<file path="config.mk">
export PLATFORM = sky130hd
export DESIGN_NAME = mem_resp_flat
export DESIGN_NICKNAME = d
export VERILOG_FILES = /design/src/rtl/mem_resp_if.sv /design/src/rtl/mem_resp.sv /design/src/flat_wrapper.sv
export SDC_FILE = /design/constraint.sdc
export NUM_CORES = 1
export LEC_CHECK = 0
export CORE_UTILIZATION = 37
export CTS_CLUSTER_SIZE = 16
export DETAILED_ROUTE_END_ITERATION = 7
export PLACE_DENSITY = 0.74
export SYNTH_ARGS = -nofsm -noshare
export SYNTH_HDL_FRONTEND = slang
export SYNTH_SLANG_ARGS = --single-unit
</file>
<file path="constraint.sdc">
create_clock -name clk -period 1.5 [get_ports clk]
set_input_delay 0.45 -clock clk [delete_from_list [all_inputs] [get_ports clk]]
set_output_delay 0.45 -clock clk [all_outputs]
set_load 0.005 [all_outputs]
</file>
<file path="src/rtl/mem_resp_if.sv">
// Bus interface between the CPU control sequencer, the mem_resp responder
// and the single-port synchronous RAM behind it.
// Optional macro: MEM_PROT_CHK_EN adds the sticky protocol error flag 'err'.
interface mem_resp_if #(
    parameter int AW = 8,
    parameter int DW = 16
);
    // Sequencer side
    logic          req;
    logic          we;
    logic [AW-1:0] addr;
    logic [DW-1:0] wdata;
    logic          kp;
    logic          ack;
    logic [DW-1:0] rdata;

    // RAM side
    logic          mem_en;
    logic          mem_we;
    logic [AW-1:0] mem_addr;
    logic [DW-1:0] mem_wdata;
    logic [DW-1:0] mem_rdata;

`ifdef MEM_PROT_CHK_EN
    logic          err;

    modport slave (
        input  req, we, addr, wdata, mem_rdata,
        output kp, ack, rdata, mem_en, mem_we, mem_addr, mem_wdata, err
    );

    modport master (
        output req, we, addr, wdata, mem_rdata,
        input  kp, ack, rdata, mem_en, mem_we, mem_addr, mem_wdata, err
    );
`else
    modport slave (
        input  req, we, addr, wdata, mem_rdata,
        output kp, ack, rdata, mem_en, mem_we, mem_addr, mem_wdata
    );

    modport master (
        output req, we, addr, wdata, mem_rdata,
        input  kp, ack, rdata, mem_en, mem_we, mem_addr, mem_wdata
    );
`endif
endinterface

</file>
<file path="src/rtl/mem_resp.sv">
// Memory-side responder for the sequencer fetch/load bus.
// Accepts one request at a time, optionally inserts WAIT_CYC wait states,
// performs a single RAM access and returns a one-cycle ack (with read data).
// kp stays high for the whole time a request is in flight.
// Optional macro: MEM_PROT_CHK_EN adds a sticky 'err' flag raised when the
// sequencer asserts req while a request is still in flight.
module mem_resp #(
    parameter int AW       = 8,
    parameter int DW       = 16,
    parameter int WAIT_CYC = 0
) (
    input  logic       clk,
    input  logic       rst_n,
    mem_resp_if.slave  bus
);

    typedef enum logic [1:0] {
        S_IDLE = 2'd0,
        S_WAIT = 2'd1,
        S_ACC  = 2'd2,
        S_RESP = 2'd3
    } state_t;

    // Counter preload: WAIT lasts WAIT_CYC cycles, counting down to zero.
    localparam logic [3:0] CNT_INIT = (WAIT_CYC == 0) ? 4'd0 : 4'(WAIT_CYC - 1);

    state_t        state_q,    state_d;
    logic [3:0]    cnt_q,      cnt_d;
    logic          kp_q,       kp_d;
    logic          ack_q,      ack_d;
    logic [DW-1:0] rdata_q,    rdata_d;
    logic          latWe_q,    latWe_d;
    logic [AW-1:0] latAddr_q,  latAddr_d;
    logic [DW-1:0] latWdata_q, latWdata_d;
    logic          memEn;
    logic          memWe;

    // Next-state, latch updates and the combinational RAM strobes.
    always_comb begin
        state_d    = state_q;
        cnt_d      = cnt_q;
        kp_d       = kp_q;
        ack_d      = 1'b0;
        rdata_d    = rdata_q;
        latWe_d    = latWe_q;
        latAddr_d  = latAddr_q;
        latWdata_d = latWdata_q;
        memEn      = 1'b0;
        memWe      = 1'b0;

        case (state_q)
            S_IDLE: begin
                if (bus.req) begin
                    latWe_d    = bus.we;
                    latAddr_d  = bus.addr;
                    latWdata_d = bus.wdata;
                    kp_d       = 1'b1;
                    if (WAIT_CYC == 0) begin
                        state_d = S_ACC;
                    end else begin
                        state_d = S_WAIT;
                        cnt_d   = CNT_INIT;
                    end
                end
            end
            S_WAIT: begin
                if (cnt_q == 4'd0) begin
                    state_d = S_ACC;
                end else begin
                    cnt_d = cnt_q - 4'd1;
                end
            end
            S_ACC: begin
                memEn   = 1'b1;
                memWe   = latWe_q;
                state_d = S_RESP;
            end
            S_RESP: begin
                if (!latWe_q) begin
                    rdata_d = bus.mem_rdata;
                end
                ack_d   = 1'b1;
                kp_d    = 1'b0;
                state_d = S_IDLE;
            end
            default: begin
                kp_d    = 1'b0;
                state_d = S_IDLE;
            end
        endcase
    end

    // State and datapath registers; reset aborts any access in flight.
    always_ff @(posedge clk or negedge rst_n) begin
        if (!rst_n) begin
            state_q    <= S_IDLE;
            cnt_q      <= 4'd0;
            kp_q       <= 1'b0;
            ack_q      <= 1'b0;
            rdata_q    <= '0;
            latWe_q    <= 1'b0;
            latAddr_q  <= '0;
            latWdata_q <= '0;
        end else begin
            state_q    <= state_d;
            cnt_q      <= cnt_d;
            kp_q       <= kp_d;
            ack_q      <= ack_d;
            rdata_q    <= rdata_d;
            latWe_q    <= latWe_d;
            latAddr_q  <= latAddr_d;
            latWdata_q <= latWdata_d;
        end
    end

    assign bus.kp        = kp_q;
    assign bus.ack       = ack_q;
    assign bus.rdata     = rdata_q;
    assign bus.mem_en    = memEn;
    assign bus.mem_we    = memWe;
    assign bus.mem_addr  = latAddr_q;
    assign bus.mem_wdata = latWdata_q;

`ifdef MEM_PROT_CHK_EN
    logic err_q;

    // Sticky flag: the sequencer requested while we were still busy.
    always_ff @(posedge clk or negedge rst_n) begin
        if (!rst_n) begin
            err_q <= 1'b0;
        end else if (bus.req && kp_q) begin
            err_q <= 1'b1;
        end
    end

    assign bus.err = err_q;
`endif

endmodule

</file>
<file path="src/flat_wrapper.sv">
// flat-port wrapper written by rule: the top's interface ports become plain ports
module mem_resp_flat 
#(
    parameter int AW       = 8,
    parameter int DW       = 16,
    parameter int WAIT_CYC = 0
)
  (clk, rst_n, bus_req, bus_we, bus_addr, bus_wdata, bus_mem_rdata, bus_kp, bus_ack, bus_rdata, bus_mem_en, bus_mem_we, bus_mem_addr, bus_mem_wdata);
  mem_resp_if #(.AW(AW), .DW(DW)) bus_i ();
  input  logic clk;
  input  logic rst_n;
  input wire logic [$bits(bus_i.req)-1:0] bus_req;
  input wire logic [$bits(bus_i.we)-1:0] bus_we;
  input wire logic [$bits(bus_i.addr)-1:0] bus_addr;
  input wire logic [$bits(bus_i.wdata)-1:0] bus_wdata;
  input wire logic [$bits(bus_i.mem_rdata)-1:0] bus_mem_rdata;
  output wire logic [$bits(bus_i.kp)-1:0] bus_kp;
  output wire logic [$bits(bus_i.ack)-1:0] bus_ack;
  output wire logic [$bits(bus_i.rdata)-1:0] bus_rdata;
  output wire logic [$bits(bus_i.mem_en)-1:0] bus_mem_en;
  output wire logic [$bits(bus_i.mem_we)-1:0] bus_mem_we;
  output wire logic [$bits(bus_i.mem_addr)-1:0] bus_mem_addr;
  output wire logic [$bits(bus_i.mem_wdata)-1:0] bus_mem_wdata;
  assign bus_i.req = bus_req;
  assign bus_i.we = bus_we;
  assign bus_i.addr = bus_addr;
  assign bus_i.wdata = bus_wdata;
  assign bus_i.mem_rdata = bus_mem_rdata;
  assign bus_kp = bus_i.kp;
  assign bus_ack = bus_i.ack;
  assign bus_rdata = bus_i.rdata;
  assign bus_mem_en = bus_i.mem_en;
  assign bus_mem_we = bus_i.mem_we;
  assign bus_mem_addr = bus_i.mem_addr;
  assign bus_mem_wdata = bus_i.mem_wdata;
  mem_resp #(.AW(AW), .DW(DW), .WAIT_CYC(WAIT_CYC)) u_core (.clk(clk), .rst_n(rst_n), .bus(bus_i));
endmodule
</file>
Word-level counts from Yosys, hierarchy flattened
Index checks and enable logic that the tools add are counted.
Storage, ports and cells
  word-level logic and storage cells: 32
  register bits after elaboration: 49
  bits of input ports: 44
  output and inout port bits: 44
Operators by class
  reduce and logical (&&, ||, !) cells: 8
  bitwise gates (word level): 2
  mux-type cells: 8
  add/subtract/negate cells: 1
  eq/ne operators: 5
Operators with widths (number)
  2-bit AND reduction: 5
  2-bit case mux with 4 select lines: 1
  2-bit == test (second input constant): 2
  4-bit logical NOT: 1
  1-bit 2-to-1 mux: 4
  2-bit 2-to-1 mux: 2
  4-bit by 1-bit subtractor with 4-bit output (second input constant): 1
  2-bit by 1-bit == test with 1-bit output (second input constant): 1
  2-bit logical NOT: 1
  2-bit by 1-bit inequality test with 1-bit output (second input constant): 1
  2-bit inequality test (second input constant): 1
  1-bit NOT: 2
  1-bit case mux with 2 select lines: 1
  2-bit nonzero test: 1

Depth between registers and ports, before layout
  depth in word-level cells: 3
  gate-level depth with buffers: 6

Worst setup path after synthesis
OpenSTA, ideal clock, no wires.
  path type: flip-flop to flip-flop
  start point: register u_core.state_q[1]
  end point: register u_core.latWdata_q[10], in the netlist u_core.bus.mem_wdata[10]
  stages on the path, launching flop included: 4
  data arrival time: 1354 ps
  clock period less this slack: 1478 ps
  setup slack: 22 ps
  path through: dfrtp_1 > nor3b_4 > buf_4 > mux2_2
On the way
  cells in the longest elaborated chain, start to end: 2
Ends and longest elaborated chain
  from (decl): RTL line mem_resp.sv:27  | state_t state_q, state_d;
  from (signal assigned): RTL line mem_resp.sv:105  | state_q <= state_d;
  2-bit logical NOT: RTL line mem_resp.sv:51  | case (state_q)
  2-bit AND reduction (no line)
  to (signal assigned): RTL line mem_resp.sv:112  | latWdata_q <= latWdata_d;
  to (decl): RTL line mem_resp.sv:34  | logic [DW-1:0] latWdata_q, latWdata_d;
Every way passes these cells.
A chain may end at the register's enable or synchronous reset.

Worst setup path in the final report
  start point: register u_core.state_q[1]
  end point: output bus_mem_we
On the way
  cells in the longest elaborated chain, start to end: 2
Ends and longest elaborated chain
  2-bit == test: RTL line mem_resp.sv:51
  1-bit 2-to-1 mux: RTL line mem_resp.sv:51
  to (decl): RTL line flat_wrapper.sv:21  | output wire logic [$bits(bus_i.mem_we)-1:0] bus_mem_we;
Every way passes these cells.

==> results.toml <==
[place]
io_buffer_count = 87
routabilityCongestion = 0.733
dpl_cell_area_um2 = 2980
dp_slack_ps = -373
hpwl_um = 2860
place_inst = 283

[logic_synthesis]
syn_area_um2 = 1970
yosysSeqAreaShare = 0.622
synthTopCellsByArea = "dfrtp_1, mux2_2, mux2_4, ha_1, buf_6"
async_flop_share = 1.00
avgSynthCellArea_um2 = 16.3
ys_ff_latch = 49
ys.flop_type = "dfrtp_1"
synthTopCellsByCount = "dfrtp_1, mux2_2, mux2_4"
syn_inst = 121
synth-edff-count = 0
ys_types = 26
yosysMostFrequentCell = "dfrtp_1"
syn-num-nets = 167
yosys.area.top_type_share = 0.622
yosysWarnings = 0
synth_top_cell_by_area = "dfrtp_1"

[power_and_ir_drop]
p_per_area_nw_per_um2 = 1870
p_clk_frac = 0.183
leakagePower_nw = 1.52
comb_power_share = 0.442
p_sw_w = 0.00156
p_sw_frac = 0.262
p_int_w = 0.00440
vdd_ir_drop_max_v = 0.00113
p_seq_frac = 0.375

[worst_setup_path]
required_ps = 1050
crit_path_max_incr_delay_ps = 390
crit_fanout = 2
cp_slowest_cell = "dfrtp_1"
cp.arrival_ps = 1230
crit_chain = "and2b_1 > buf_4 > and2_4 > buf_6"
crit_path_start_kind = "flop"
end_kind = "output port"
worstSetupPathType = "flop to output port"

[timing]
final.setup.worst_slack_ps = -176
max_freq_mhz = 597
setup_violations = 8
worst_slew_pin_slew_ps = 310
maxSlewHeadroom = 0.792
rsz0062_at_grt = "true"
hold_slack_ps = 121
finClkSkew_ps = 3.57
min_period_over_period = 1.12
post-route-min-period_ps = 1680
finalHoldViolCount = 0
drv_slew = 0

[route]
wl_um = 4090
vias_per_cell = 4.44
drt_iter0_drc = 39
postRouteAntennaNets = 0
drc_errors = 0
firstDrtPassIters = 2
vias = 1327
routedWlPerCell_um = 13.7

[die]
die_h_um = 75
start_util = 0.386
placementRows = 26
dieArea_um2 = 5630
dieWidth_um = 75
coreArea_um2 = 5110
ioPinCount = 88

[global_route]
overflow = 0
grt_pass1_vias = 1354
antenna_found_initial = 0
grt_pass1_wl_um = 6290
grt_max_degree = 50
groute.usage.overall = 0.154

[cells_and_area]
area_growth_syn_to_layout_pct = 61.5
antenna_cells = 0
layout-drive-gt1-share = 0.336
finalNonFillerCells = 299
finalNetCount = 274
fin_area_um2 = 3180

[outcome]
violations = "setup timing"
status = "finished with violations"

[clock_network]
clockBufferDepth = 2
cts_buffers = 5
cts_tree = "yes"
clk-insertion-delay-late_ps = 290
postCtsHoldBufs = 0
cts_max_level = 2
cts.clk_slew.worst_paths_ps = 90
clock_sinks = 49
clock-root-buffer = "clkbuf_8"

[hold_path]
hold_path.class = "input pin to asynchronous set/reset pin"

[run]
timing.max_cap.violations = 0
[worst max-delay path, delay by kind of cell, from the launching register on]
family / cells / cell delay, ps
buffers and inverters: 2 / 230
AND/OR/NAND/NOR: 2 / 320
flip-flops: 1 / 390
[worst paths after layout]
path | end | slack [ps] | cells after the start | startpoint
worst max-delay path | bus_mem_we | -180 | 4 | u_core.state_q[1]
worst min-delay path | u_core.bus.mem_wdata[11] | 120 | 2 | rst_n
worst max register to register | u_core.bus.mem_addr[1] | -10 | 4 | u_core.state_q[0]
worst min register to register | u_core.bus.mem_wdata[13] | 510 | 1 | u_core.bus.mem_wdata[13]
max in group asynchronous | u_core.bus.rdata[3] | 1140 | 2 | rst_n
min in group clk | u_core.bus.mem_wdata[13] | 510 | 1 | u_core.bus.mem_wdata[13]
[cell type report]
cell class	count	area (um2)
Tap cell	70	87.6
Clock buffer	5	68.8
Fill cell	431	1920
Clock inverter	3	65.1
Timing Repair Buffer	104	987
Multi-Input combinational cell	64	734
Sequential cell	49	1230
Inverter	4	15.0
[routing by layer]
metal | share of wire | routed length (um) | track usage
met1 | 0.42 | 1700 | 0.186
met2 | 0.51 | 2090 | 0.253
met3 | 0.063 | 257 | 0.0549
met4 | 0.0093 | 38 | 0.0566
met5 | 0 | 0 | 0
[kinds of logic after synthesis]
family | after synthesis | share of synthesized area
mux | 44 | 0.270
flops | 49 | 0.622
simple gates | 14 | 0.0489
fa+ha+maj | 2 | 0.0127
xor+xnor | 1 | 0.00444
compound gates | 3 | 0.00952
buf+inv | 8 | 0.0330
[flip-flops by register name, indices dropped and copies added, names as in the netlist]
name	cells
u_core.bus.mem_wdata	16
u_core.bus.rdata	16
u_core.bus.mem_addr	8
u_core.cnt_q	4
u_core.state_q	2
u_core.bus.ack	1
u_core.bus.kp	1
u_core.latWe_q	1
[metrics by stage]
step / TNS [ps] / utilization / total power [W]
after CTS: -214 / 0.613 / 0.00589
after global placement: -8360 / 0.584 / 0.00498
after floorplan: 0 / - / 0.00345
after detailed placement: -8720 / 0.584 / 0.00503
after global routing: -1270 / 0.623 / 0.00635
final: -285 / 0.623 / 0.00596
[layout by cell type (no fill, tap or decap), types with 2 or more instances in the layout]
| cell | Yosys | final |
|---|---|---|
| buf_4 | 1 | 12 |
| ha_1 | 2 | 2 |
| bufinv_16 | 0 | 2 |
| inv_1 | 3 | 3 |
| dlygate4sd2_1 | 0 | 43 |
| nand2b_1 | 2 | 2 |
| clkbuf_8 | 0 | 5 |
| buf_12 | 1 | 3 |
| buf_6 | 2 | 4 |
| nor2_1 | 2 | 2 |
| dfrtp_1 | 49 | 49 |
| clkdlybuf4s50_1 | 0 | 41 |
| mux2_4 | 10 | 21 |
| mux2_2 | 32 | 21 |
[what timing repair did]
action	CTS	global route
pin swaps	0	1
gates resized for setup	56	15
cloned	1	0
endpoints found under the setup margin	67	25
buffers inserted	7	1
[power by group through the flow]
stage          logic [W]  clock network (W)  registers (W)
2_1_floorplan    0.00110                  0        0.00235
6_report         0.00263            0.00109        0.00224
3_3_place_gp     0.00270                  0        0.00228
4_1_cts          0.00254            0.00112        0.00223
5_1_grt          0.00285            0.00118        0.00232
3_5_place_dp     0.00275                  0        0.00228
No activity file was read; power rests on OpenSTA's default activity.
